$ cat config.mk
export PLATFORM = sky130hd
export DESIGN_NAME = bank_burst_master_flat
export DESIGN_NICKNAME = d
export VERILOG_FILES = /design/src/rtl/bank_burst_if.sv /design/src/rtl/bank_burst_master.sv /design/src/flat_wrapper.sv
export SDC_FILE = /design/constraint.sdc
export NUM_CORES = 1
export LEC_CHECK = 0
export CAP_MARGIN = 15
export CORE_UTILIZATION = 54
export DETAILED_ROUTE_END_ITERATION = 8
export PLACE_DENSITY_LB_ADDON = 0.3
export SETUP_SLACK_MARGIN = 0.4
export SLEW_MARGIN = 20
export SYNTH_ARGS = -nofsm -noshare
export SYNTH_HDL_FRONTEND = slang
export SYNTH_SLANG_ARGS = --single-unit
$ cat constraint.sdc
create_clock -name clk -period 6.2 [get_ports clk]
set_clock_uncertainty 0.2 [all_clocks]
set_input_delay 0.62 -clock clk [delete_from_list [all_inputs] [get_ports clk]]
set_output_delay 0.62 -clock clk [all_outputs]
set_load 0.01 [all_outputs]
$ cat src/rtl/bank_burst_if.sv
// bank_burst_if: upstream request/response bundle for bank_burst_master.
// With BANK_BURST_CHOP_EN defined the bundle also carries req_bc4 (burst chop).
// Handshake: a request transfers on a rising edge where req_valid && req_ready.
// rsp_valid is a one-cycle pulse with no ready; the consumer must take it.
interface bank_burst_if #(
  parameter int BAWIDTH      = 2,
  parameter int ADDRWIDTH    = 17,
  parameter int COLWIDTH     = 10,
  parameter int DEVICE_WIDTH = 4,
  parameter int BL           = 8
) ();
  logic                         req_valid;
  logic                         req_ready;
  logic                         req_write;
  logic [BAWIDTH-1:0]           req_bank;
  logic [ADDRWIDTH-1:0]         req_row;
  logic [COLWIDTH-1:0]          req_col;
  logic [BL*DEVICE_WIDTH-1:0]   req_wdata;
`ifdef BANK_BURST_CHOP_EN
  logic                         req_bc4;
`endif
  logic                         rsp_valid;
  logic [BL*DEVICE_WIDTH-1:0]   rsp_rdata;

  // Upstream side (DDR command FSM).
  modport master (
`ifdef BANK_BURST_CHOP_EN
    output req_bc4,
`endif
    output req_valid, req_write, req_bank, req_row, req_col, req_wdata,
    input  req_ready, rsp_valid, rsp_rdata
  );

  // Burst master side.
  modport slave (
`ifdef BANK_BURST_CHOP_EN
    input  req_bc4,
`endif
    input  req_valid, req_write, req_bank, req_row, req_col, req_wdata,
    output req_ready, rsp_valid, rsp_rdata
  );
endinterface

$ cat src/rtl/bank_burst_master.sv
// bank_burst_master: accepts one read/write request at a time and sequences a
// BL-beat burst to one bank, wrapping the column inside its BL-aligned block.
// Read beats are captured RDLAT cycles after their column and returned as one
// packed burst with a single rsp_valid pulse.
// Optional feature macro: BANK_BURST_CHOP_EN (req_bc4 selects a BL/2 burst).
module bank_burst_master #(
  parameter int BAWIDTH      = 2,
  parameter int ADDRWIDTH    = 17,
  parameter int COLWIDTH     = 10,
  parameter int DEVICE_WIDTH = 4,
  parameter int BL           = 8,
  parameter int RDLAT        = 1,
  localparam int BANKSPERGROUP = 2**BAWIDTH
) (
  input  logic                                           clk,
  input  logic                                           rst_n,
  bank_burst_if.slave                                    bus,
  output logic [BANKSPERGROUP-1:0]                       rd_o_wr,
  output logic [BANKSPERGROUP-1:0][DEVICE_WIDTH-1:0]     dqin,
  input  logic [BANKSPERGROUP-1:0][DEVICE_WIDTH-1:0]     dqout,
  output logic [BANKSPERGROUP-1:0][ADDRWIDTH-1:0]        row,
  output logic [BANKSPERGROUP-1:0][COLWIDTH-1:0]         column,
  output logic [1:0]                                     dbg_state
);
  localparam int DW  = DEVICE_WIDTH;
  localparam int LBL = $clog2(BL);
  localparam int PD  = (RDLAT > 0) ? RDLAT : 1;

  typedef enum logic [1:0] {
    IDLE  = 2'd0,
    BURST = 2'd1,
    DRAIN = 2'd2,
    RESP  = 2'd3
  } state_t;

  state_t state, state_nxt;

  logic               wr_q;
  logic               bc4_q;
  logic [BAWIDTH-1:0] bank_q;
  logic [COLWIDTH-1:0] col_q;
  logic [BL*DW-1:0]   wdata_q;
  logic [BL*DW-1:0]   cap_buf;
  logic [BL*DW-1:0]   cap_next;
  logic [BL*DW-1:0]   rsp_rdata_q;
  logic [LBL-1:0]     cnt;
  logic [LBL-1:0]     nk;
  logic [LBL-1:0]     last_idx;
  logic [LBL-1:0]     cap_i;
  logic               req_bc4;
  logic               hs;
  logic               beat_last;
  logic               cap_v;
  logic               cap_last;
  logic               req_ready;
  logic               rsp_valid;
  logic               pv   [PD];
  logic [LBL-1:0]     pidx [PD];

`ifdef BANK_BURST_CHOP_EN
  assign req_bc4 = bus.req_bc4;
`else
  assign req_bc4 = 1'b0;
`endif

  // Column of beat k: offset added modulo the burst length, upper bits untouched.
  // A chopped burst keeps bit LBL-1 of the start column so it wraps in BL/2.
  function automatic logic [COLWIDTH-1:0] col_of(input logic [COLWIDTH-1:0] base,
                                                 input logic [LBL-1:0] k,
                                                 input logic half);
    logic [COLWIDTH-1:0] c;
    logic [LBL-1:0]      low;
    low = base[LBL-1:0] + k;
    if (half) low[LBL-1] = base[LBL-1];
    c = base;
    c[LBL-1:0] = low;
    return c;
  endfunction

  assign hs            = (state == IDLE) && bus.req_valid;
  assign last_idx      = bc4_q ? LBL'(BL/2 - 1) : LBL'(BL - 1);
  assign beat_last     = (cnt == last_idx);
  assign nk            = cnt + LBL'(1);
  assign dbg_state     = state;
  assign bus.req_ready = req_ready;
  assign bus.rsp_valid = rsp_valid;
  assign bus.rsp_rdata = rsp_rdata_q;

  // Read capture point: same cycle for RDLAT=0, else the end of the delay line.
  always_comb begin
    cap_v = 1'b0;
    cap_i = '0;
    if (RDLAT == 0) begin
      cap_v = (state == BURST) && !wr_q;
      cap_i = cnt;
    end else begin
      cap_v = pv[PD-1];
      cap_i = pidx[PD-1];
    end
    cap_last = cap_v && (cap_i == last_idx);
    cap_next = cap_buf;
    if (cap_v) cap_next[cap_i*DW +: DW] = dqout[bank_q];
  end

  // FSM state register.
  always_ff @(posedge clk or negedge rst_n) begin
    if (!rst_n) state <= IDLE;
    else        state <= state_nxt;
  end

  // FSM next state and handshake outputs.
  always_comb begin
    state_nxt = state;
    req_ready = 1'b0;
    rsp_valid = 1'b0;
    unique case (state)
      IDLE: begin
        req_ready = 1'b1;
        if (bus.req_valid) state_nxt = BURST;
      end
      BURST: begin
        if (beat_last) begin
          if (wr_q)           state_nxt = IDLE;
          else if (RDLAT > 0) state_nxt = DRAIN;
          else                state_nxt = RESP;
        end
      end
      DRAIN: begin
        if (cap_last) state_nxt = RESP;
      end
      RESP: begin
        rsp_valid = 1'b1;
        state_nxt = IDLE;
      end
      default: state_nxt = IDLE;
    endcase
  end

  // Request latch and beat counter; inputs are only looked at on the handshake.
  always_ff @(posedge clk or negedge rst_n) begin
    if (!rst_n) begin
      wr_q    <= 1'b0;
      bc4_q   <= 1'b0;
      bank_q  <= '0;
      col_q   <= '0;
      wdata_q <= '0;
      cnt     <= '0;
    end else if (hs) begin
      wr_q    <= bus.req_write;
      bc4_q   <= req_bc4;
      bank_q  <= bus.req_bank;
      col_q   <= bus.req_col;
      wdata_q <= bus.req_wdata;
      cnt     <= '0;
    end else if (state == BURST) begin
      cnt     <= nk;
    end
  end

  // Delay line tagging each presented read beat with its burst index.
  always_ff @(posedge clk or negedge rst_n) begin
    if (!rst_n) begin
      for (int i = 0; i < PD; i++) begin
        pv[i]   <= 1'b0;
        pidx[i] <= '0;
      end
    end else begin
      pv[0]   <= (state == BURST) && !wr_q;
      pidx[0] <= cnt;
      for (int i = 1; i < PD; i++) begin
        pv[i]   <= pv[i-1];
        pidx[i] <= pidx[i-1];
      end
    end
  end

  // Capture buffer (cleared per request so chopped bursts leave zero beats)
  // and the response register, which only changes when a read completes.
  always_ff @(posedge clk or negedge rst_n) begin
    if (!rst_n) begin
      cap_buf     <= '0;
      rsp_rdata_q <= '0;
    end else begin
      if (hs)         cap_buf <= '0;
      else if (cap_v) cap_buf <= cap_next;
      if ((state_nxt == RESP) && (state != RESP)) rsp_rdata_q <= cap_next;
    end
  end

  // Bank-side drive, registered so beat k is on the pins while cnt == k.
  always_ff @(posedge clk or negedge rst_n) begin
    if (!rst_n) begin
      rd_o_wr <= '0;
      dqin    <= '0;
      row     <= '0;
      column  <= '0;
    end else begin
      rd_o_wr <= '0;
      dqin    <= '0;
      if (hs) begin
        row[bus.req_bank]     <= bus.req_row;
        column[bus.req_bank]  <= bus.req_col;
        rd_o_wr[bus.req_bank] <= bus.req_write;
        if (bus.req_write) dqin[bus.req_bank] <= bus.req_wdata[DW-1:0];
      end else if ((state == BURST) && !beat_last) begin
        column[bank_q]  <= col_of(col_q, nk, bc4_q);
        rd_o_wr[bank_q] <= wr_q;
        if (wr_q) dqin[bank_q] <= wdata_q[nk*DW +: DW];
      end
    end
  end
endmodule

$ cat src/flat_wrapper.sv
// flat-port wrapper written by rule: the top's interface ports become plain ports
module bank_burst_master_flat 
#(
  parameter int BAWIDTH      = 2,
  parameter int ADDRWIDTH    = 17,
  parameter int COLWIDTH     = 10,
  parameter int DEVICE_WIDTH = 4,
  parameter int BL           = 8,
  parameter int RDLAT        = 1,
  localparam int BANKSPERGROUP = 2**BAWIDTH
)
  (clk, rst_n, rd_o_wr, dqin, dqout, row, column, dbg_state, bus_req_valid, bus_req_write, bus_req_bank, bus_req_row, bus_req_col, bus_req_wdata, bus_req_ready, bus_rsp_valid, bus_rsp_rdata);
  bank_burst_if #(.BAWIDTH(BAWIDTH), .ADDRWIDTH(ADDRWIDTH), .COLWIDTH(COLWIDTH), .DEVICE_WIDTH(DEVICE_WIDTH), .BL(BL)) bus_i ();
  input  logic clk;
  input  logic rst_n;
  output logic [BANKSPERGROUP-1:0] rd_o_wr;
  output logic [BANKSPERGROUP-1:0][DEVICE_WIDTH-1:0] dqin;
  input  logic [BANKSPERGROUP-1:0][DEVICE_WIDTH-1:0] dqout;
  output logic [BANKSPERGROUP-1:0][ADDRWIDTH-1:0] row;
  output logic [BANKSPERGROUP-1:0][COLWIDTH-1:0] column;
  output logic [1:0] dbg_state;
  input wire logic [$bits(bus_i.req_valid)-1:0] bus_req_valid;
  input wire logic [$bits(bus_i.req_write)-1:0] bus_req_write;
  input wire logic [$bits(bus_i.req_bank)-1:0] bus_req_bank;
  input wire logic [$bits(bus_i.req_row)-1:0] bus_req_row;
  input wire logic [$bits(bus_i.req_col)-1:0] bus_req_col;
  input wire logic [$bits(bus_i.req_wdata)-1:0] bus_req_wdata;
  output wire logic [$bits(bus_i.req_ready)-1:0] bus_req_ready;
  output wire logic [$bits(bus_i.rsp_valid)-1:0] bus_rsp_valid;
  output wire logic [$bits(bus_i.rsp_rdata)-1:0] bus_rsp_rdata;
  assign bus_i.req_valid = bus_req_valid;
  assign bus_i.req_write = bus_req_write;
  assign bus_i.req_bank = bus_req_bank;
  assign bus_i.req_row = bus_req_row;
  assign bus_i.req_col = bus_req_col;
  assign bus_i.req_wdata = bus_req_wdata;
  assign bus_req_ready = bus_i.req_ready;
  assign bus_rsp_valid = bus_i.rsp_valid;
  assign bus_rsp_rdata = bus_i.rsp_rdata;
  bank_burst_master #(.BAWIDTH(BAWIDTH), .ADDRWIDTH(ADDRWIDTH), .COLWIDTH(COLWIDTH), .DEVICE_WIDTH(DEVICE_WIDTH), .BL(BL), .RDLAT(RDLAT)) u_core (.clk(clk), .rst_n(rst_n), .bus(bus_i), .rd_o_wr(rd_o_wr), .dqin(dqin), .dqout(dqout), .row(row), .column(column), .dbg_state(dbg_state));
endmodule
==> results.py <==
metrics = {
    "synthesis": {
        "yosysUniqueCellTypes": 50,
        "synth_ff_type": "dfrtp_1",
        "syn-instance-count": 943,
        "ys_warn_count": 0,
        "synth_edf_count": 0,
        "synth_area_mm2": 0.0103,
        "synth_top_area_share": 0.599,
        "ys_ff_latch": 246,
        "syn_area_per_cell_um2": 10.9,
        "synth_nets": 1032,
        "ys_seq_area_frac": 0.599,
        "async_flop_share": 1.00,
        "yosys.area.top_type": "dfrtp_1",
        "synth.area.top_cells": "dfrtp_1 (60%), nand2_1 (10%), mux2_2 (6.2%), mux4_2 (2.6%), nor2_1 (2.5%)",
    },
    "sta": {
        "clock.fmax_ghz": 0.323,
        "tns_ns": 0,
        "post-route-min-period_ns": 3.10,
        "tightest_slew_ns": 1.02,
        "finalSetupViolCount": 0,
        "rsz0062_at_grt": "no",
        "hold_viol_final": 0,
        "maxSlewViolCount": 0,
        "fin_ws_ns": 3.10,
        "min_period_over_period": 0.500,
        "relSlewSlack": 0.321,
    },
    "pwr": {
        "internal_power_uw": 4440,
        "power_switching_uw": 2400,
        "power.leakage_uw": 0.00628,
        "switching_share": 0.351,
        "ir_drop_mv": 0.339,
        "finalPower_uw": 6840,
        "clkPwrFrac": 0.203,
        "p_comb_frac": 0.410,
        "seqPwrFrac": 0.386,
        "power.density_mw_per_mm2": 502,
    },
    "detailed_routing": {
        "drc": 0,
        "drtPass1Iterations": 6,
        "wirelength_um": 26800,
        "vias": 8046,
        "drt_first_iter_violations": 629,
        "wire_per_inst_um": 18.9,
        "vias_per_cell": 5.66,
        "ant_nets": 0,
    },
    "outcome": {
        "outcome": "completed",
    },
    "clocking": {
        "cts_inserted_buffers": 25,
        "cts_tree": "built",
        "cts_htree_levels": 1,
        "cts.clk_slew.worst_paths_ns": 0.06,
        "root_buffer": "clkbuf_16",
        "clockBufferDepth": 3,
        "worstSkewPairLatency_ns": 0.51,
        "cts_setup_buffers": 0,
        "clkSinkCount": 246,
    },
    "place": {
        "gp_congestion": 0.866,
        "dpl.hpwl_um": 18400,
        "pre_cts_slack_ns": 2.60,
        "placed_cell_area_mm2": 0.0128,
        "portBuffers": 244,
    },
    "hold_path": {
        "min_path_type": "reg2reg",
        "worst_hold_path.endpoint": "u_core.cap_i[1]",
        "min_from": "u_core.cnt[1]",
        "hold_path_depth": 0,
    },
    "finish": {
        "design_area_mm2": 0.0136,
        "antenna_cells": 0,
        "nFillCells": 1352,
        "syn2layout_area_growth_pct": 32.6,
        "fin_util": 0.729,
        "drive_above_1_share": 0.109,
        "nets": 1261,
    },
    "critical_path": {
        "cpMaxStageDelayCell": "nor2_1",
        "end_kind": "flip-flop",
        "crit_type": "in2reg",
        "r2r_start": "u_core.dbg_state[0]",
        "worstPathRequired_ns": 6.39,
        "r2r-end": "u_core.column[22]",
        "critPathBufInv": 1,
        "ff2ff_path_depth": 6,
        "cpPeakStageDelay_ns": 0.74,
        "start_kind": "input pin",
        "cp_cell_sequence": "clkdlybuf4s50_1 -> nor2_1 -> nand2_2 -> a21oi_4 -> mux2_2",
        "reg2reg_slack_ns": 3.18,
        "cpLargestDelayFamily": "simple AND/OR/NAND/NOR gates",
        "critPathMaxFanout": 19,
        "crit_arrival_ns": 3.29,
    },
    "global_route": {
        "grt_usage": 0.282,
        "grt-ovfl-total": 0,
        "grt_pass1_wl_um": 43100,
        "antenna_found_initial": 0,
        "first_global_vias": 8255,
        "grt_max_degree": 198,
    },
    "die": {
        "io_pins": 245,
        "die_area_mm2": 0.0196,
        "std_cell_rows": 50,
        "die_h_um": 140,
        "core_area_mm2": 0.0187,
        "die_x_um": 140,
        "initial_utilization": 0.549,
    },
    "flow_run": {
        "max-cap-violations": 0,
    },
}
## layout by cell type (no fill, tap or decap), drive strengths merged, types with 2 or more instances in the layout
cell type      count
a21o               8
a21oi             31
a221o              3
a22o               9
a22oi             24
a31oi              3
and2               7
and3               2
buf                7
clkbuf            40
clkdlybuf4s50    243
clkinv             3
dfrtp            246
ha                 7
inv                6
mux2              57
mux2i             14
mux4              12
nand2            274
nand2b            11
nand3             31
nand4              4
nor2              69
nor2b              5
nor3               7
nor3b              2
nor4               5
o21ai             13
o22ai              8
o2bb2ai           18
or2                5
or3                2
or3b               2
## metrics by stage
step,instances,hold WS (ns)
global placement,1377,0.198
CTS,1421,0.223
global route,1422,0.238
detailed placement,1377,0.210
floorplan,943,0.124
finish,1422,0.224
## how the worst max path moves through the flow
stage	endpoint	from	slack, ns	cells after the start
floorplan	u_core.bus.rsp_rdata[24]	u_core.cap_i[0]	3.74	7
global placement	u_core.column[5]	bus_req_bank[0]	2.64	5
detailed placement	u_core.column[3]	bus_req_bank[0]	2.60	5
CTS	u_core.column[3]	bus_req_bank[0]	3.12	5
global route	u_core.column[22]	bus_req_valid	2.98	7
finish	u_core.column[3]	bus_req_bank[0]	3.10	5
## synthesized netlist by cell type, types with 3 or more instances
cell type  count
mux2_2        57
nor2_1        69
buf_2         26
nand4_1        4
a21o_1         8
dfrtp_1      246
nor3_1         6
mux2i_1       14
o21ai_0       11
a31oi_1        3
inv_1          6
nor2b_1        5
buf_4          3
nand2_1      273
or2_2          5
ha_1           7
mux4_2        12
o22ai_1        8
a221o_1        3
o2bb2ai_1     18
clkbuf_1      18
and2_1         7
nand2b_1      11
a21oi_1       30
nand3_1       31
a22o_1         9
a22oi_1       24
## state kept, by name, summed over array words and instances (netlist names), 2 cells and up
| signal | count |
|---|---|
| u_core.row | 68 |
| u_core.column | 40 |
| u_core.bus.rsp_rdata | 32 |
| u_core.cap_buf | 32 |
| u_core.wdata_q | 32 |
| u_core.dqin | 16 |
| u_core.col_q | 10 |
| u_core.rd_o_wr | 4 |
| u_core.cap_i | 3 |
| u_core.cnt | 3 |
| u_core.bank_q | 2 |
| u_core.dbg_state | 2 |
## repair_timing
item                                    4_1_cts  5_1_grt
gates resized for setup                       0        0
endpoints found under the setup margin        0        0
hold buffers                                  1        0
hold endpoints to repair                     49        0
## worst register-to-register path, stage by stage, from the launching register on
cell and delay (ns):
dfrtp_1 0.52, nor3b_4 0.25, buf_4 0.42, and2_1 0.66
buf_4 0.33, nor2_1 0.17, a221o_1 0.34
## cell families (layout without fill, tap and decap cells)
group / Yosys count / count (layout) / synth area share
AOI/OAI and AO/OA: 120 / 120 / 0.0827
buffers and inverters: 55 / 300 / 0.0244
xor gates and xnor gates: 2 / 2 / 0.00170
adders and majority gates: 8 / 8 / 0.0105
DFF: 246 / 246 / 0.599
and+or+nand+nor: 429 / 429 / 0.179
muxes: 83 / 83 / 0.102
## power groups by stage
stage | Combinational (µW) | Clock [µW] | Sequential [µW]
finish | 2810 | 1390 | 2640
global route | 3040 | 1470 | 2710
CTS | 2810 | 1410 | 2640
detailed placement | 2780 | 0 | 2650
global placement | 2720 | 0 | 2630
floorplan | 1400 | 0 | 2700
## cell type report
cell class,instances,area [µm²],share of cell area
Clock buffer,40,732,0.0537
Inverter,6,22.5,0.00165
Multi-Input combinational cell,642,3870,0.284
Sequential cell,246,6160,0.452
Tap cell,234,293,0.0215
Timing Repair Buffer,251,2530,0.186
Clock inverter,3,15.0,0.00110
## per-layer routing
layer,global-route usage,up-vias,part of all wire,routed length [µm]
li1,-,3667,-,-
met1,0.338,3980,0.38,10100
met2,0.487,344,0.50,13500
met3,0.0855,55,0.094,2530
met4,0.0931,0,0.023,618
met5,0,-,0,0
Power figures use the tool's default switching activity.
